**config.mk**
```make
export PLATFORM = sky130hd
export DESIGN_NAME = if_stage_fetch
export DESIGN_NICKNAME = d
export VERILOG_FILES = /design/src/rtl/rv_pkg.sv /design/src/rtl/if_next_pc.sv /design/src/rtl/if_stage_fetch.sv
export SDC_FILE = /design/constraint.sdc
export NUM_CORES = 1
export LEC_CHECK = 0
export CAP_MARGIN = 20
export CORE_ASPECT_RATIO = 0.7
export CORE_MARGIN = 3
export CORE_UTILIZATION = 42
export DETAILED_ROUTE_END_ITERATION = 10
export HOLD_SLACK_MARGIN = 0.03
export PLACE_DENSITY = 0.86
export SYNTH_ARGS = -nofsm -noshare
export SYNTH_HDL_FRONTEND = slang
export SYNTH_SLANG_ARGS = --single-unit
export TNS_END_PERCENT = 50
```
**constraint.sdc**
```tcl
create_clock -name clk -period 2.4 [get_ports clk]
set_clock_uncertainty 0.15 [all_clocks]
set_input_delay 0.36 -clock clk [delete_from_list [all_inputs] [get_ports clk]]
set_output_delay 0.36 -clock clk [all_outputs]
set_load 0.005 [all_outputs]
```
**src/rtl/rv_pkg.sv**
```systemverilog
// Shared RV32 fetch definitions: opcodes, NOP, fetch FSM states, IF/ID payload, J-immediate helper.
package rv_pkg;

  localparam int unsigned XLEN = 32;

  localparam logic [6:0]      OPC_JAL    = 7'b1101111;
  localparam logic [6:0]      OPC_BRANCH = 7'b1100011;
  localparam logic [6:0]      OPC_JALR   = 7'b1100111;
  localparam logic [XLEN-1:0] NOP_INSTR  = 32'h0000_0013;

  typedef enum logic [1:0] {
    BOOT   = 2'd0,
    RUN    = 2'd1,
    HALTED = 2'd2
  } fetch_state_t;

  typedef struct packed {
    logic            valid;
    logic            pred_taken;
    logic [XLEN-1:0] pc;
    logic [XLEN-1:0] instr;
  } ifid_t;

  // Sign-extended J-type immediate.
  function automatic logic [XLEN-1:0] jimm(input logic [XLEN-1:0] inst);
    return {{11{inst[31]}}, inst[31], inst[19:12], inst[20], inst[30:21], 1'b0};
  endfunction

endpackage

```
**src/rtl/if_next_pc.sv**
```systemverilog
// Combinational next-PC select: redirect, stall hold, JAL predecode (IF_JAL_PREDECODE_EN), PC+4.
module if_next_pc
  import rv_pkg::*;
(
  input  logic            redirect_valid,
  input  logic [XLEN-1:0] redirect_pc,
  input  logic            stall,
  input  logic [XLEN-1:0] pc_q,
`ifdef IF_JAL_PREDECODE_EN
  input  logic [XLEN-1:0] instr,
`endif
  output logic [XLEN-1:0] next_pc_c,
  output logic            pred_taken_c,
  output logic            misalign_c
);

  always_comb begin
    next_pc_c    = pc_q + 32'd4;
    pred_taken_c = 1'b0;
    misalign_c   = redirect_valid && (redirect_pc[1:0] != 2'b00);
    if (redirect_valid) begin
      next_pc_c = {redirect_pc[XLEN-1:2], 2'b00};
    end else if (stall) begin
      next_pc_c = pc_q;
    end
`ifdef IF_JAL_PREDECODE_EN
    else if (instr[6:0] == OPC_JAL) begin
      next_pc_c    = pc_q + jimm(instr);
      pred_taken_c = 1'b1;
    end
`endif
  end

endmodule

```
**src/rtl/if_stage_fetch.sv**
```systemverilog
// Instruction-fetch stage: PC register, BOOT/RUN/HALTED FSM and IF/ID register.
// Optional JAL predecode redirect is enabled by defining IF_JAL_PREDECODE_EN.
module if_stage_fetch
  import rv_pkg::*;
#(
  parameter logic [XLEN-1:0] RESET_PC   = 32'h0000_0000,
  parameter int unsigned     IMEM_WORDS = 64,
  parameter logic [XLEN-1:0] NOP_INSTR  = rv_pkg::NOP_INSTR
) (
  input  logic            clk,
  input  logic            rst,
  input  logic            stall,
  input  logic            redirect_valid,
  input  logic [XLEN-1:0] redirect_pc,
  output logic [XLEN-1:0] read_addr,
  input  logic [XLEN-1:0] instruction_out,
  output logic            ifid_valid,
  output logic [XLEN-1:0] ifid_instr,
  output logic [XLEN-1:0] ifid_pc,
  output logic            ifid_pred_taken,
  output logic            fetch_halted,
  output logic            misalign_fault
);

  localparam logic [XLEN-1:0] PC_LIMIT = XLEN'(IMEM_WORDS * 4);

  fetch_state_t    state_q;
  logic [XLEN-1:0] pc_q;
  ifid_t           ifid_q;
  logic [XLEN-1:0] next_pc_c;
  logic            pred_taken_c;
  logic            misalign_c;

  if_next_pc u_next_pc (
    .redirect_valid (redirect_valid),
    .redirect_pc    (redirect_pc),
    .stall          (stall),
    .pc_q           (pc_q),
`ifdef IF_JAL_PREDECODE_EN
    .instr          (instruction_out),
`endif
    .next_pc_c      (next_pc_c),
    .pred_taken_c   (pred_taken_c),
    .misalign_c     (misalign_c)
  );

  // Redirect beats the range check, which beats stall, which beats capture.
  always_ff @(posedge clk or negedge rst) begin
    if (!rst) begin
      state_q        <= BOOT;
      pc_q           <= RESET_PC;
      ifid_q         <= '{valid: 1'b0, pred_taken: 1'b0, pc: '0, instr: NOP_INSTR};
      fetch_halted   <= 1'b0;
      misalign_fault <= 1'b0;
    end else begin
      case (state_q)
        BOOT: state_q <= RUN;
        RUN: begin
          if (redirect_valid) begin
            pc_q              <= next_pc_c;
            ifid_q.valid      <= 1'b0;
            ifid_q.pred_taken <= 1'b0;
            ifid_q.instr      <= NOP_INSTR;
            if (misalign_c) misalign_fault <= 1'b1;
          end else if (pc_q >= PC_LIMIT) begin
            state_q           <= HALTED;
            fetch_halted      <= 1'b1;
            ifid_q.valid      <= 1'b0;
            ifid_q.pred_taken <= 1'b0;
            ifid_q.instr      <= NOP_INSTR;
          end else if (!stall) begin
            ifid_q <= '{valid: 1'b1, pred_taken: pred_taken_c, pc: pc_q, instr: instruction_out};
            pc_q   <= next_pc_c;
          end
        end
        HALTED: begin
          if (redirect_valid) begin
            pc_q <= next_pc_c;
            if (misalign_c) misalign_fault <= 1'b1;
            if (next_pc_c < PC_LIMIT) begin
              state_q      <= RUN;
              fetch_halted <= 1'b0;
            end
          end
        end
        default: state_q <= BOOT;
      endcase
    end
  end

  assign read_addr       = pc_q;
  assign ifid_valid      = ifid_q.valid;
  assign ifid_instr      = ifid_q.instr;
  assign ifid_pc         = ifid_q.pc;
  assign ifid_pred_taken = ifid_q.pred_taken;

endmodule

```
==> metrics.txt, run 1 <==
failing checks negative setup slack; Final Max Tran Viols 0; sequential share of the synthesized area 47.7%; share of layout cells above drive strength 1 31.9%; die height 98.2 um; Starting Density 44.7%; final period utilization 116%; Mean Syn Cell Area 9.27 um2; DRT Pass-1 Iters 5; Port Buffers 162; EDFF count, synth 0; antenna cells 0; crit path from read_addr[9]$_DFFE_PN0P_; Post-DP HPWL 14,600 um; clock-pin slew on the worst setup and hold paths 80 ps; status finished with violations; area grow syn2layout 75.8%; Ports 168; Synthesis Warnings 0; die width 138 um; post-route setup TNS -1370 ps; Top Usage Layer GRT met2; GR Overflow Total 0; Core Area 11,400 um2; Synth Instances 550; worst reg2reg path depth 10; clk_lat worst skew 350 ps; min Tclk post-route 2800 ps; total global-route track usage 29.3%; first-pass GRT wire length 31,000 um; worst setup margin -396 ps; CP cell instances buf_4 -> nand2_1 -> or4_4 -> o31a_1 -> o31ai_4 -> nand4bb_4 -> nor4_4 -> buf_6 -> a21oi_2 -> o22a_1; CTS tree done; Hold Startpoint ifid_instr[1]$_DFFE_PN1P_; Max-slew headroom 60.7%; met1 Use GR 41.5%; final setup violating endpoints 7; pin count of the biggest net entering global routing 45; Avg WL per Cell 21.2 um; cell depth of the worst hold path 2; Fin Hold WS 329 ps; Worst Path Arrival 2880 ps; worst endpoint required time 2480 ps; max cap viols 0; initial antenna violation count 0; HP Class reg -> reg; CP max FO 5; Fmax achieved 358 MHz; Crit-path slowest cell or4_4; DR vias/cell 5.75; slowest cell delay on critical path 550 ps; dpl ws -785 ps; clock tree buffer depth 2; most common cell after layout, fill and taps aside clkdlybuf4s50_1; Storage cell area 2440 um2; drt total wl 21,400 um; register bit total from synthesis 97; power density over the cells 1040 nW/um2; GRT met3 Usage 6.64%; Cell variety after synth 69; Top FF cell, synth dfrtp_1; Placer Congestion 0.973; DRC 0; share of synthesized registers carrying an async set or reset 100%; clock root buffer clkbuf_16; routing usage on met2 45.2%; hold path endpoint ifid_instr[1]$_DFFE_PN1P_; CTS H-tree depth 3; row cnt 32; Worst Setup Start Kind flip-flop; multi-input logic area 2810 um2; Die Area 13,500 um2; Reg2Reg Setup Slack -400 ps; worst r2r src read_addr[9]$_DFFE_PN0P_; vias in the first global route 5,644; RSZ-0062 raised after global routing true; vias 5,809; kind of critical path reg -> reg; Worst Max-Slew Pin Slew 589 ps; Antenna Nets Post-Route 0; FF-to-FF End state_q[1]$_DFFE_PN0P_; Max VDD drop 0.689 mV; final hold violations 0; Post-Syn Area 5100 um2; CTS Buf Count 9; Starting DRT DRC Count 510; FILL cells 737; Sink Count 97; CP Capture Type flip-flop; Leakage Power 3.93 nW; Nets 926; most frequent cells in the layout clkdlybuf4s50_1 (159), buf_4 (132), dfrtp_1 (89)
[power breakdown]
| part | switching (mW) | internal (mW) | total, mW |
|---|---|---|---|
| logic | 2.77 | 2.93 | 5.70 |
| registers | 0.287 | 1.93 | 2.22 |
| clock network | 0.654 | 0.708 | 1.36 |
[area by class of cell]
cell class	count	share of cell area [%]
clock buffer	10	2.55
clock inverter	6	0.461
inverter	18	0.754
multi-input combinational	394	31.3
sequential	97	27.2
tap	153	2.14
timing repair buffer	332	35.6
[routing by layer]
metal  wire length, um  up-vias  share of wire [%]
met3              1850       68                8.6
met1              9160     2832                 43
li1                  -     2583                  -
met5                 0        -                  0
met4               579        0                2.7
met2              9780      326                 46
[flip-flops by register name, indices dropped and copies added (netlist names)]
register,count
ifid_instr,32
read_addr,30
ifid_pc,30
state_q,2
misalign_fault,1
fetch_halted,1
ifid_valid,1
[cells in the mapped netlist (9+ instances only)]
library cell / instances / area share [%]
dfrtp_1: 94 / 46
clkbuf_1: 20 / 1.5
nand2_1: 71 / 5.2
and2_1: 30 / 3.7
nor4_1: 12 / 1.5
nand4_1: 15 / 1.8
a21oi_1: 27 / 2.7
nand3_1: 28 / 2.7
buf_1: 9 / 0.66
o22ai_1: 17 / 2.1
a22o_1: 11 / 1.9
buf_2: 9 / 0.88
o21ai_0: 39 / 3.8
inv_1: 18 / 1.3
nor2_1: 28 / 2.1
[worst max-delay path, delay by kind of cell, from the launching register on]
family | cells | cell delay [ps]
simple gates | 4 | 940
compound gates | 4 | 880
flops | 1 | 410
buf+inv | 2 | 310
[stage by stage]
step | power [mW] | utilization (%) | std cells | cell area (um2)
after floorplan | 4.15 | - | 554 | 5140
after global placement | 6.40 | 68.2 | 954 | 7780
after detailed placement | 6.50 | 68.2 | 954 | 7780
after CTS | 8.24 | 72.5 | 985 | 8270
after global routing | 9.67 | 78.6 | 1010 | 8960
final | 9.28 | 78.6 | 1010 | 8960
[repair_timing]
| item | in CTS | in global routing |
|---|---|---|
| pin swaps | 15 | 44 |
| hold buffers | 1 | 0 |
| endpoints found under the hold margin | 41 | 0 |
| buffers inserted | 12 | 20 |
| setup endpoints to repair | 66 | 75 |
| gates resized for setup | 22 | 122 |
| gates cloned | 2 | 7 |
[logic make-up after synthesis]
kind of cell	count (synthesis)	synth area share, %
adders and majority gates	6	1.47
muxes	11	2.28
xor gates and xnor gates	11	1.89
DFF	97	47.7
AOI/OAI and AO/OA	136	17.6
other	1	0.0735
and+or+nand+nor	225	23.6
buffers and inverters	63	5.32
[worst max path at each step]
stage                                  end  slack, ps  depth (start not counted)
floorplan           state_q[1]$_DFFE_PN0P_       -190                          9
global placement    state_q[0]$_DFFE_PN0P_       -730                          9
detailed placement  state_q[1]$_DFFE_PN0P_       -790                          9
CTS                 state_q[0]$_DFFE_PN0P_       -300                         10
global route        state_q[1]$_DFFE_PN0P_       -410                         10
finish              state_q[1]$_DFFE_PN0P_       -400                         10
No activity file was read; power rests on OpenSTA's default activity.
==> run 2, diff against run 1 <==
--- a/config.mk
+++ b/config.mk
@@ -9,6 +9,7 @@
 export CORE_ASPECT_RATIO = 0.7
 export CORE_MARGIN = 3
 export CORE_UTILIZATION = 42
+export CTS_CLUSTER_DIAMETER = 150
 export DETAILED_ROUTE_END_ITERATION = 10
 export HOLD_SLACK_MARGIN = 0.03
 export PLACE_DENSITY = 0.86
==> results of run 2 <==
Same layout as run 1: the final DEF is identical, and so are final timing and power.
